==> config.mk <==
export PLATFORM = sky130hd
export DESIGN_NAME = crc8_frame_ctrl
export DESIGN_NICKNAME = d
export VERILOG_FILES = /design/src/rtl/crc8_frame_ctrl.sv
export SDC_FILE = /design/constraint.sdc
export NUM_CORES = 1
export LEC_CHECK = 0
export ABC_CLOCK_PERIOD_IN_PS = 2100
export CORE_MARGIN = 1
export CORE_UTILIZATION = 44
export CTS_CLUSTER_SIZE = 28
export DETAILED_ROUTE_END_ITERATION = 8
export GPL_TIMING_DRIVEN = 0
export PLACE_DENSITY_LB_ADDON = 0.12
export RECOVER_POWER = 25
export REMOVE_ABC_BUFFERS = 1
export SLEW_MARGIN = 20
export SYNTH_ARGS = -nofsm -noshare
export SYNTH_HDL_FRONTEND = slang
export SYNTH_SLANG_ARGS = --single-unit
==> constraint.sdc <==
create_clock -name clk -period 2.1 [get_ports clk]
set_input_delay 0.42 -clock clk [delete_from_list [all_inputs] [get_ports clk]]
set_output_delay 0.42 -clock clk [all_outputs]
set_load 0.02 [all_outputs]
==> src/rtl/crc8_frame_ctrl.sv <==
// Frame sequencer for a byte-serial CRC-8 engine: streams payload through the engine,
// appends the CRC byte, and enforces a maximum frame length and an engine timeout.
module crc8_frame_ctrl #(
    parameter int unsigned MAX_LEN = 64,
    parameter int unsigned TIMEOUT = 32
) (
    input  logic        clk,
    input  logic        rst_n,
    input  logic        s_valid,
    output logic        s_ready,
    input  logic [7:0]  s_data,
    input  logic        s_last,
    output logic        m_valid,
    input  logic        m_ready,
    output logic [7:0]  m_data,
    output logic        m_last,
    output logic        m_err,
    output logic        eng_clr,
    output logic        eng_start,
    output logic [7:0]  eng_byte,
    input  logic        eng_done,
    input  logic [7:0]  eng_crc,
    output logic        err_len,
    output logic        err_timeout,
    output logic [15:0] frame_cnt
);
    localparam int unsigned DW = 8;
    localparam int unsigned CW = 8;
    localparam int unsigned FW = 16;
    localparam logic [CW-1:0] LEN_LAST = CW'(MAX_LEN - 1);
    localparam logic [CW-1:0] TMO_LAST = CW'(TIMEOUT - 1);

    typedef enum logic [2:0] {
        IDLE, ACCEPT, BUSY, OUT, CRC, ABORT, FLUSH, CLEAR
    } state_e;

    state_e        state_q, state_d;
    logic [DW-1:0] byte_q, byte_d, crc_q, crc_d, eng_byte_q, eng_byte_d, m_data_q, m_data_d;
    logic [CW-1:0] len_cnt_q, len_cnt_d, tmo_cnt_q, tmo_cnt_d;
    logic [FW-1:0] frame_cnt_q, frame_cnt_d;
    logic          last_q, last_d, trunc_q, trunc_d;
    logic          s_ready_q, s_ready_d, m_valid_q, m_valid_d, m_last_q, m_last_d;
    logic          m_err_q, m_err_d, eng_clr_q, eng_clr_d, eng_start_q, eng_start_d;
    logic          err_len_q, err_len_d, err_tmo_q, err_tmo_d;
    logic          s_hs_c, m_hs_c, at_len_last_c;

    assign s_hs_c        = s_valid && s_ready_q;
    assign m_hs_c        = m_valid_q && m_ready;
    assign at_len_last_c = (len_cnt_q == LEN_LAST);

    // Next state, datapath updates and output decode from the next state
    always_comb begin
        state_d     = state_q;
        byte_d      = byte_q;
        crc_d       = crc_q;
        eng_byte_d  = eng_byte_q;
        len_cnt_d   = len_cnt_q;
        tmo_cnt_d   = tmo_cnt_q;
        frame_cnt_d = frame_cnt_q;
        last_d      = last_q;
        trunc_d     = trunc_q;
        err_len_d   = 1'b0;
        err_tmo_d   = 1'b0;

        unique case (state_q)
            IDLE: state_d = ACCEPT;
            ACCEPT: begin
                if (s_hs_c) begin
                    byte_d     = s_data;
                    eng_byte_d = s_data;
                    last_d     = s_last || at_len_last_c;
                    trunc_d    = at_len_last_c && !s_last;
                    err_len_d  = at_len_last_c && !s_last;
                    len_cnt_d  = len_cnt_q + CW'(1);
                    tmo_cnt_d  = '0;
                    state_d    = BUSY;
                end
            end
            BUSY: begin
                // A done arriving on the expiry edge still wins
                if (eng_done) begin
                    crc_d   = eng_crc;
                    state_d = OUT;
                end else if (tmo_cnt_q == TMO_LAST) begin
                    err_tmo_d = 1'b1;
                    state_d   = ABORT;
                end else begin
                    tmo_cnt_d = tmo_cnt_q + CW'(1);
                end
            end
            OUT:   if (m_hs_c) state_d = last_q ? CRC : ACCEPT;
            CRC:   if (m_hs_c) state_d = trunc_q ? FLUSH : CLEAR;
            ABORT: if (m_hs_c) state_d = last_q ? CLEAR : FLUSH;
            FLUSH: if (s_hs_c && s_last) state_d = CLEAR;
            CLEAR: begin
                len_cnt_d   = '0;
                trunc_d     = 1'b0;
                last_d      = 1'b0;
                frame_cnt_d = frame_cnt_q + FW'(1);
                state_d     = ACCEPT;
            end
            default: state_d = IDLE;
        endcase

        s_ready_d   = (state_d == ACCEPT) || (state_d == FLUSH);
        m_valid_d   = (state_d == OUT) || (state_d == CRC) || (state_d == ABORT);
        m_last_d    = (state_d == CRC) || (state_d == ABORT);
        m_err_d     = (state_d == ABORT);
        eng_clr_d   = (state_d == CLEAR);
        eng_start_d = (state_q == ACCEPT) && (state_d == BUSY);
        unique case (state_d)
            OUT:     m_data_d = byte_d;
            CRC:     m_data_d = crc_d;
            default: m_data_d = '0;
        endcase
    end

    always_ff @(posedge clk or negedge rst_n) begin
        if (!rst_n) begin
            state_q     <= IDLE;
            byte_q      <= '0;
            crc_q       <= '0;
            eng_byte_q  <= '0;
            len_cnt_q   <= '0;
            tmo_cnt_q   <= '0;
            frame_cnt_q <= '0;
            last_q      <= 1'b0;
            trunc_q     <= 1'b0;
            s_ready_q   <= 1'b0;
            m_valid_q   <= 1'b0;
            m_data_q    <= '0;
            m_last_q    <= 1'b0;
            m_err_q     <= 1'b0;
            eng_clr_q   <= 1'b0;
            eng_start_q <= 1'b0;
            err_len_q   <= 1'b0;
            err_tmo_q   <= 1'b0;
        end else begin
            state_q     <= state_d;
            byte_q      <= byte_d;
            crc_q       <= crc_d;
            eng_byte_q  <= eng_byte_d;
            len_cnt_q   <= len_cnt_d;
            tmo_cnt_q   <= tmo_cnt_d;
            frame_cnt_q <= frame_cnt_d;
            last_q      <= last_d;
            trunc_q     <= trunc_d;
            s_ready_q   <= s_ready_d;
            m_valid_q   <= m_valid_d;
            m_data_q    <= m_data_d;
            m_last_q    <= m_last_d;
            m_err_q     <= m_err_d;
            eng_clr_q   <= eng_clr_d;
            eng_start_q <= eng_start_d;
            err_len_q   <= err_len_d;
            err_tmo_q   <= err_tmo_d;
        end
    end

    assign s_ready     = s_ready_q;
    assign m_valid     = m_valid_q;
    assign m_data      = m_data_q;
    assign m_last      = m_last_q;
    assign m_err       = m_err_q;
    assign eng_clr     = eng_clr_q;
    assign eng_start   = eng_start_q;
    assign eng_byte    = eng_byte_q;
    assign err_len     = err_len_q;
    assign err_timeout = err_tmo_q;
    assign frame_cnt   = frame_cnt_q;

endmodule

After elaboration in Yosys (flattened, before gate mapping)
Index checks and enable logic that the tools add are counted.
Widths: inputs -> output; s select.
- flip-flop bits (word level): 77
- bits of input ports: 22
- equal/unequal tests: 19
- muxes and demuxes: 31
- $add $sub $neg: 3
- reduce and logical (&&, ||, !) cells: 18
- operators with widths (operator ; number):
    $mux 8 ; 8
    $pmux 8 s2 ; 3
    $eq 3x3->1 const B ; 8
    $mux 3 ; 8
    $pmux 3 s7 ; 1
    $add 16x1->16 const B ; 1
    $add 8x1->8 const B ; 2
    $eq 3x2->1 const B ; 4
    $mux 1 ; 9
    $eq 8x5->1 const B ; 1
    $eq 8x6->1 const B ; 1
    $eq 3x1->1 const B ; 2
    $ne 2x2->1 const B ; 3
    $logic_and 1x1->1 ; 5
    $logic_or 1x1->1 ; 5
    $pmux 1 s2 ; 2
    $reduce_and 2->1 ; 2
    $reduce_and 4->1 ; 1
    $reduce_bool 2->1 ; 2
    $logic_not 3->1 ; 1
    $reduce_or 2->1 ; 1
    $logic_not 1->1 ; 1

Logic depth before layout (Yosys ltp)
- depth in word-level cells: 7
- gate-level depth with buffers: 8
- depth with buffers taken out: 7

Worst setup path after synthesis
Ideal clock, no wire load.
- kind: reg2reg
- start point: reg tmo_cnt_q[0]
- end point: reg tmo_cnt_q[6]
- arrival: 2.034 ns
- period minus slack after synthesis: 2.112 ns
- setup time: 0.077 ns
- stages on the path, launching flop included: 9
- slack: -0.012 ns
- required time: 2.023 ns
- path buffers: 1
- path through: dfrtp_1 ha_1 and3_1 a211oi_1 o311a_1 inv_1 buf_2 or4_1 a21oi_1
- longest elaborated chain between the ends: 4
- elaborated cells on any way between the ends: 7
- those cells by class: add/sub (1); eq/ne (2); mux (3); reduce/logical (1)
- ends and longest elaborated chain (element ; line ; text):
    start: declaration ; 39 ; logic [CW-1:0] len_cnt_q, len_cnt_d, tmo_cnt_q, tmo_cnt_d;
    start signal: assignment ; 144 ; tmo_cnt_q <= tmo_cnt_d;
    $add 8x1->8 ; 88 ; tmo_cnt_d = tmo_cnt_q + CW'(1);
    $mux 8 ; 84 ; end else if (tmo_cnt_q == TMO_LAST) begin
    $mux 8 ; 81 ; if (eng_done) begin
    $pmux 8 s2 ; 65 ; unique case (state_q)
Several ways; a longest one is shown, not always the timed one. The select of a mux whose other input is x is not followed.
A chain may end at the register's enable or synchronous reset.

Worst setup path in the final report
- start point: reg state_q[1]
- end point: reg m_data_q[3] (netlist: m_data[3])
- longest elaborated chain between the ends: 5
- elaborated cells on any way between the ends: 22
- those cells by class: eq/ne (9); mux (11); reduce/logical (2)
- ends and longest elaborated chain (element ; line ; text):
    start: declaration ; 37 ; state_e state_q, state_d;
    start signal: assignment ; 139 ; state_q <= state_d;
    $eq 3x3->1 (tied with other cells) ; 65 ;
    $reduce_or 2->1 (no source line) or $mux 3 (tied branches) ; -- ;
    $pmux 3 s7 ; 65 ;
    $eq 3x3->1 or $eq 3x2->1 (tied branches) ; 111 ; unique case (state_d)
    $pmux 8 s2 (*) ; 111 ;
    named net m_data_d[3] ; 38 ; logic [DW-1:0] byte_q, byte_d, crc_q, crc_d, eng_byte_q, eng_byte_d, m_data_q, m_data_d;
    end signal: assignment ; 150 ; m_data_q <= m_data_d;
    end: declaration ; 38 ;
The timed path passes the listed nets; every way through them passes the cells marked *.

==> flow_metrics.env <==
export IMPL_ys_flop_type="dfrtp_1"
export IMPL_dieArea_um2=8080
export IMPL_hold_viol=0
export IMPL_drc=0
export IMPL_holdCritPathClass="flip-flop to flip-flop"
export IMPL_io_pins=62
export IMPL_hpwl_um=4460
export IMPL_ys_warn_count=0
export IMPL_synth_edf_count=0
export IMPL_portBuffers=61
export IMPL_vias=2673
export IMPL_synthDistinctLibCells=44
export IMPL_htree_levels=3
export IMPL_synth_area_leader_cell="dfrtp_1"
export IMPL_placed_cells=462
export IMPL_gr_total_overflow=0
export IMPL_min_period_ns=2.10
export IMPL_worst_pin_slew_ns=0.689
export IMPL_rsz0062_at_grt="true"
export IMPL_grt_max_degree=53
export IMPL_yosys_area_share_xor_xnor=0.0567
export IMPL_cts_clk_slew_worst_paths_ns=0.08
export IMPL_whs_ns=0.468
export IMPL_path_delay_family="simple AND/OR/NAND/NOR gates"
export IMPL_rows=31
export IMPL_avgSynthCellArea_um2=10.8
export IMPL_cp_slowest_stage_delay_ns=0.58
export IMPL_final_cells=517
export IMPL_synth_cells=316
export IMPL_syn_to_final_growth_pct=39.1
export IMPL_root_buffer="clkbuf_8"
export IMPL_crit_slowest_cell="or4b_4"
export IMPL_first_pass_iters=4
export IMPL_wl_per_cell_um=15.6
export IMPL_grt_pass1_vias=2556
export IMPL_yosysSeqAreaShare=0.567
export IMPL_start_kind="flip-flop"
export IMPL_grt_pass1_wl_um=12700
export IMPL_tns_ns=-0.0106
export IMPL_crit_type="flip-flop to flip-flop"
export IMPL_core_area_um2=7370
export IMPL_setup_slack_ns=-0.00446
export IMPL_drt_iter0_drc=140
export IMPL_synth_compound_area_frac=0.0990
export IMPL_maxSlewViolCount=0
export IMPL_max_cap_viol_count=0
export IMPL_worst_ir_drop_vdd_mv=0.654
export IMPL_chipHeight_um=89.9
export IMPL_worstPathCellList="or3b_4 -> mux2_4 -> o311a_4 -> or4b_4 -> o21ai_2"
export IMPL_die_width_um=89.9
export IMPL_grt_use_total=0.199
export IMPL_critPathRequiredTime_ns=2.37
export IMPL_yosys_top_cells_area="dfrtp_1 (57%), nand2_1 (5.9%), xnor2_1 (3.1%)"
export IMPL_async_flop_share=1.00
export IMPL_synth_most_common_cell="dfrtp_1"
export IMPL_filler_cell_count=579
export IMPL_cts_made_buffers=9
export IMPL_start_util=0.461
export IMPL_synth_seq_cells=77
export IMPL_violations="negative setup slack"
export IMPL_power_density_nw_per_um2=1290
export IMPL_relSlewSlack=0.541
export IMPL_fin_nets=438
export IMPL_drtAntennaViolNets=0
export IMPL_critPathBufInv=0
export IMPL_pre_cts_ws_ns=-1.08
export IMPL_antenna_diode_count=0
export IMPL_fin_skew_ns=0.00654
export IMPL_viasPerCell=5.17
export IMPL_max_freq_mhz=475
export IMPL_finalCritPeriodShare=1.00
export IMPL_clk_latency_ns=0.34
export IMPL_critPathArrivalTime_ns=2.38
export IMPL_synth_top_area_share=0.567
export IMPL_synth_commonest_cells="dfrtp_1 (77), nand2_1 (53), inv_1 (16)"
export IMPL_yosys_area_share_simple=0.189
export IMPL_place_congestion=0.720
export IMPL_drive_gt1_frac=0.254
export IMPL_end_kind="flip-flop"
export IMPL_cts_tree="yes"
export IMPL_antenna_found_initial=0
export IMPL_synth_top_family_by_area="simple AND/OR/NAND/NOR gates"
export IMPL_leakage_uw=0.00217
export IMPL_setup_viol=3
export IMPL_synthAdderAreaFrac=0.0110
export IMPL_status="finished, violations left"
export IMPL_crit_fanout=7
export IMPL_wl_um=8050
export IMPL_clockBufferDepth=2
export IMPL_synthMuxAreaShare=0.0372
export IMPL_syn_area_um2=3400
export IMPL_clkSinkCount=77
-- routing by layer --
| metal | part of all wire | track usage |
|---|---|---|
| met1 | 0.47 | 0.289 |
| met2 | 0.46 | 0.297 |
| met3 | 0.052 | 0.0499 |
| met4 | 0.015 | 0.0578 |
| met5 | 0 | 0 |
-- registers in the layout, indices dropped and copies added (netlist names) --
name	flops
tmo_cnt_q	8
state_q	3
eng_start	1
m_valid	1
frame_cnt	16
m_err	1
err_len	1
eng_byte	8
m_data	8
crc_q	8
len_cnt_q	8
s_ready	1
m_last	1
last_q	1
byte_q	8
trunc_q	1
eng_clr	1
err_timeout	1
-- kinds of logic (layout without fill, tap and decap cells) --
logic type | after synthesis | after routing
AOI/OAI and AO/OA | 45 | 45
DFF | 77 | 77
xor gates and xnor gates | 22 | 22
adders and majority gates | 3 | 3
muxes | 11 | 11
buffers and inverters | 32 | 132
and+or+nand+nor | 126 | 128
-- worst reg2reg max path, stage by stage, from the launching register on --
cell     delay [ns]
dfrtp_2        0.46
or3b_4         0.43
mux2_4         0.27
o311a_4        0.16
or4b_4         0.59
o21ai_2        0.13
-- area by class of cell --
type	instances	area, um2	area share
Timing Repair Buffer	98	892	0.189
Sequential cell	77	1930	0.408
Tap cell	99	124	0.0262
Inverter	16	67.6	0.0143
Clock buffer	9	124	0.0262
Timing Repair inverter	2	15.0	0.00318
Multi-Input combinational cell	209	1510	0.319
Clock inverter	7	66.3	0.0140
-- cells in the final DEF, fill, tap and decap left out, types with 3 or more instances in the layout --
| cell | count |
|---|---|
| inv_1 | 14 |
| clkinvlp_4 | 5 |
| xor2_1 | 10 |
| and2_1 | 8 |
| o31ai_1 | 4 |
| nand4_1 | 7 |
| buf_4 | 31 |
| clkinv_2 | 4 |
| clkbuf_8 | 9 |
| a21oi_1 | 6 |
| dfrtp_1 | 74 |
| nand3_1 | 14 |
| o2111ai_1 | 8 |
| a21oi_2 | 3 |
| clkdlybuf4s50_1 | 58 |
| nor2_1 | 14 |
| mux2_2 | 9 |
| buf_6 | 3 |
| nand2_1 | 51 |
| o21ai_2 | 8 |
| and3_1 | 7 |
| dfrtp_2 | 3 |
| xnor2_1 | 12 |
| or4_1 | 5 |
-- power breakdown --
group,internal (uW),total [uW],switching [uW]
combinational,1360,2880,1520
sequential,1890,2130,240
clock,542,1080,542
total,3800,6100,2300
-- stage by stage --
step	cell area (um2)	utilization	total power, uW
finish	4730	0.641	6100
global route	4730	0.641	6480
CTS	4540	0.616	5740
detailed placement	4110	0.557	4200
global placement	4060	0.550	4110
floorplan	3320	-	3410
-- what timing repair did --
item / 4_1_cts / 5_1_grt
setup endpoints to repair: 53 / 25
setup buffers: 15 / 18
pin swaps: 21 / 9
hold endpoints to repair: 19 / 0
cloned: 3 / 2
hold buffers: 1 / 0
gates resized for setup: 27 / 15
-- final timing paths --
check | startpoint | end | slack (ns) | cells after the start
min in group asynchronous | rst_n | tmo_cnt_q[5] | 0.62 | 2
max | state_q[1] | m_data[3] | -0.004 | 5
min reg2reg | frame_cnt[15] | frame_cnt[15] | 0.47 | 1
max in group asynchronous | rst_n | state_q[2] | 0.26 | 3
min | frame_cnt[15] | frame_cnt[15] | 0.47 | 1
max reg2reg | state_q[1] | m_data[3] | -0.004 | 5
(Power assumes the default switching activity.)
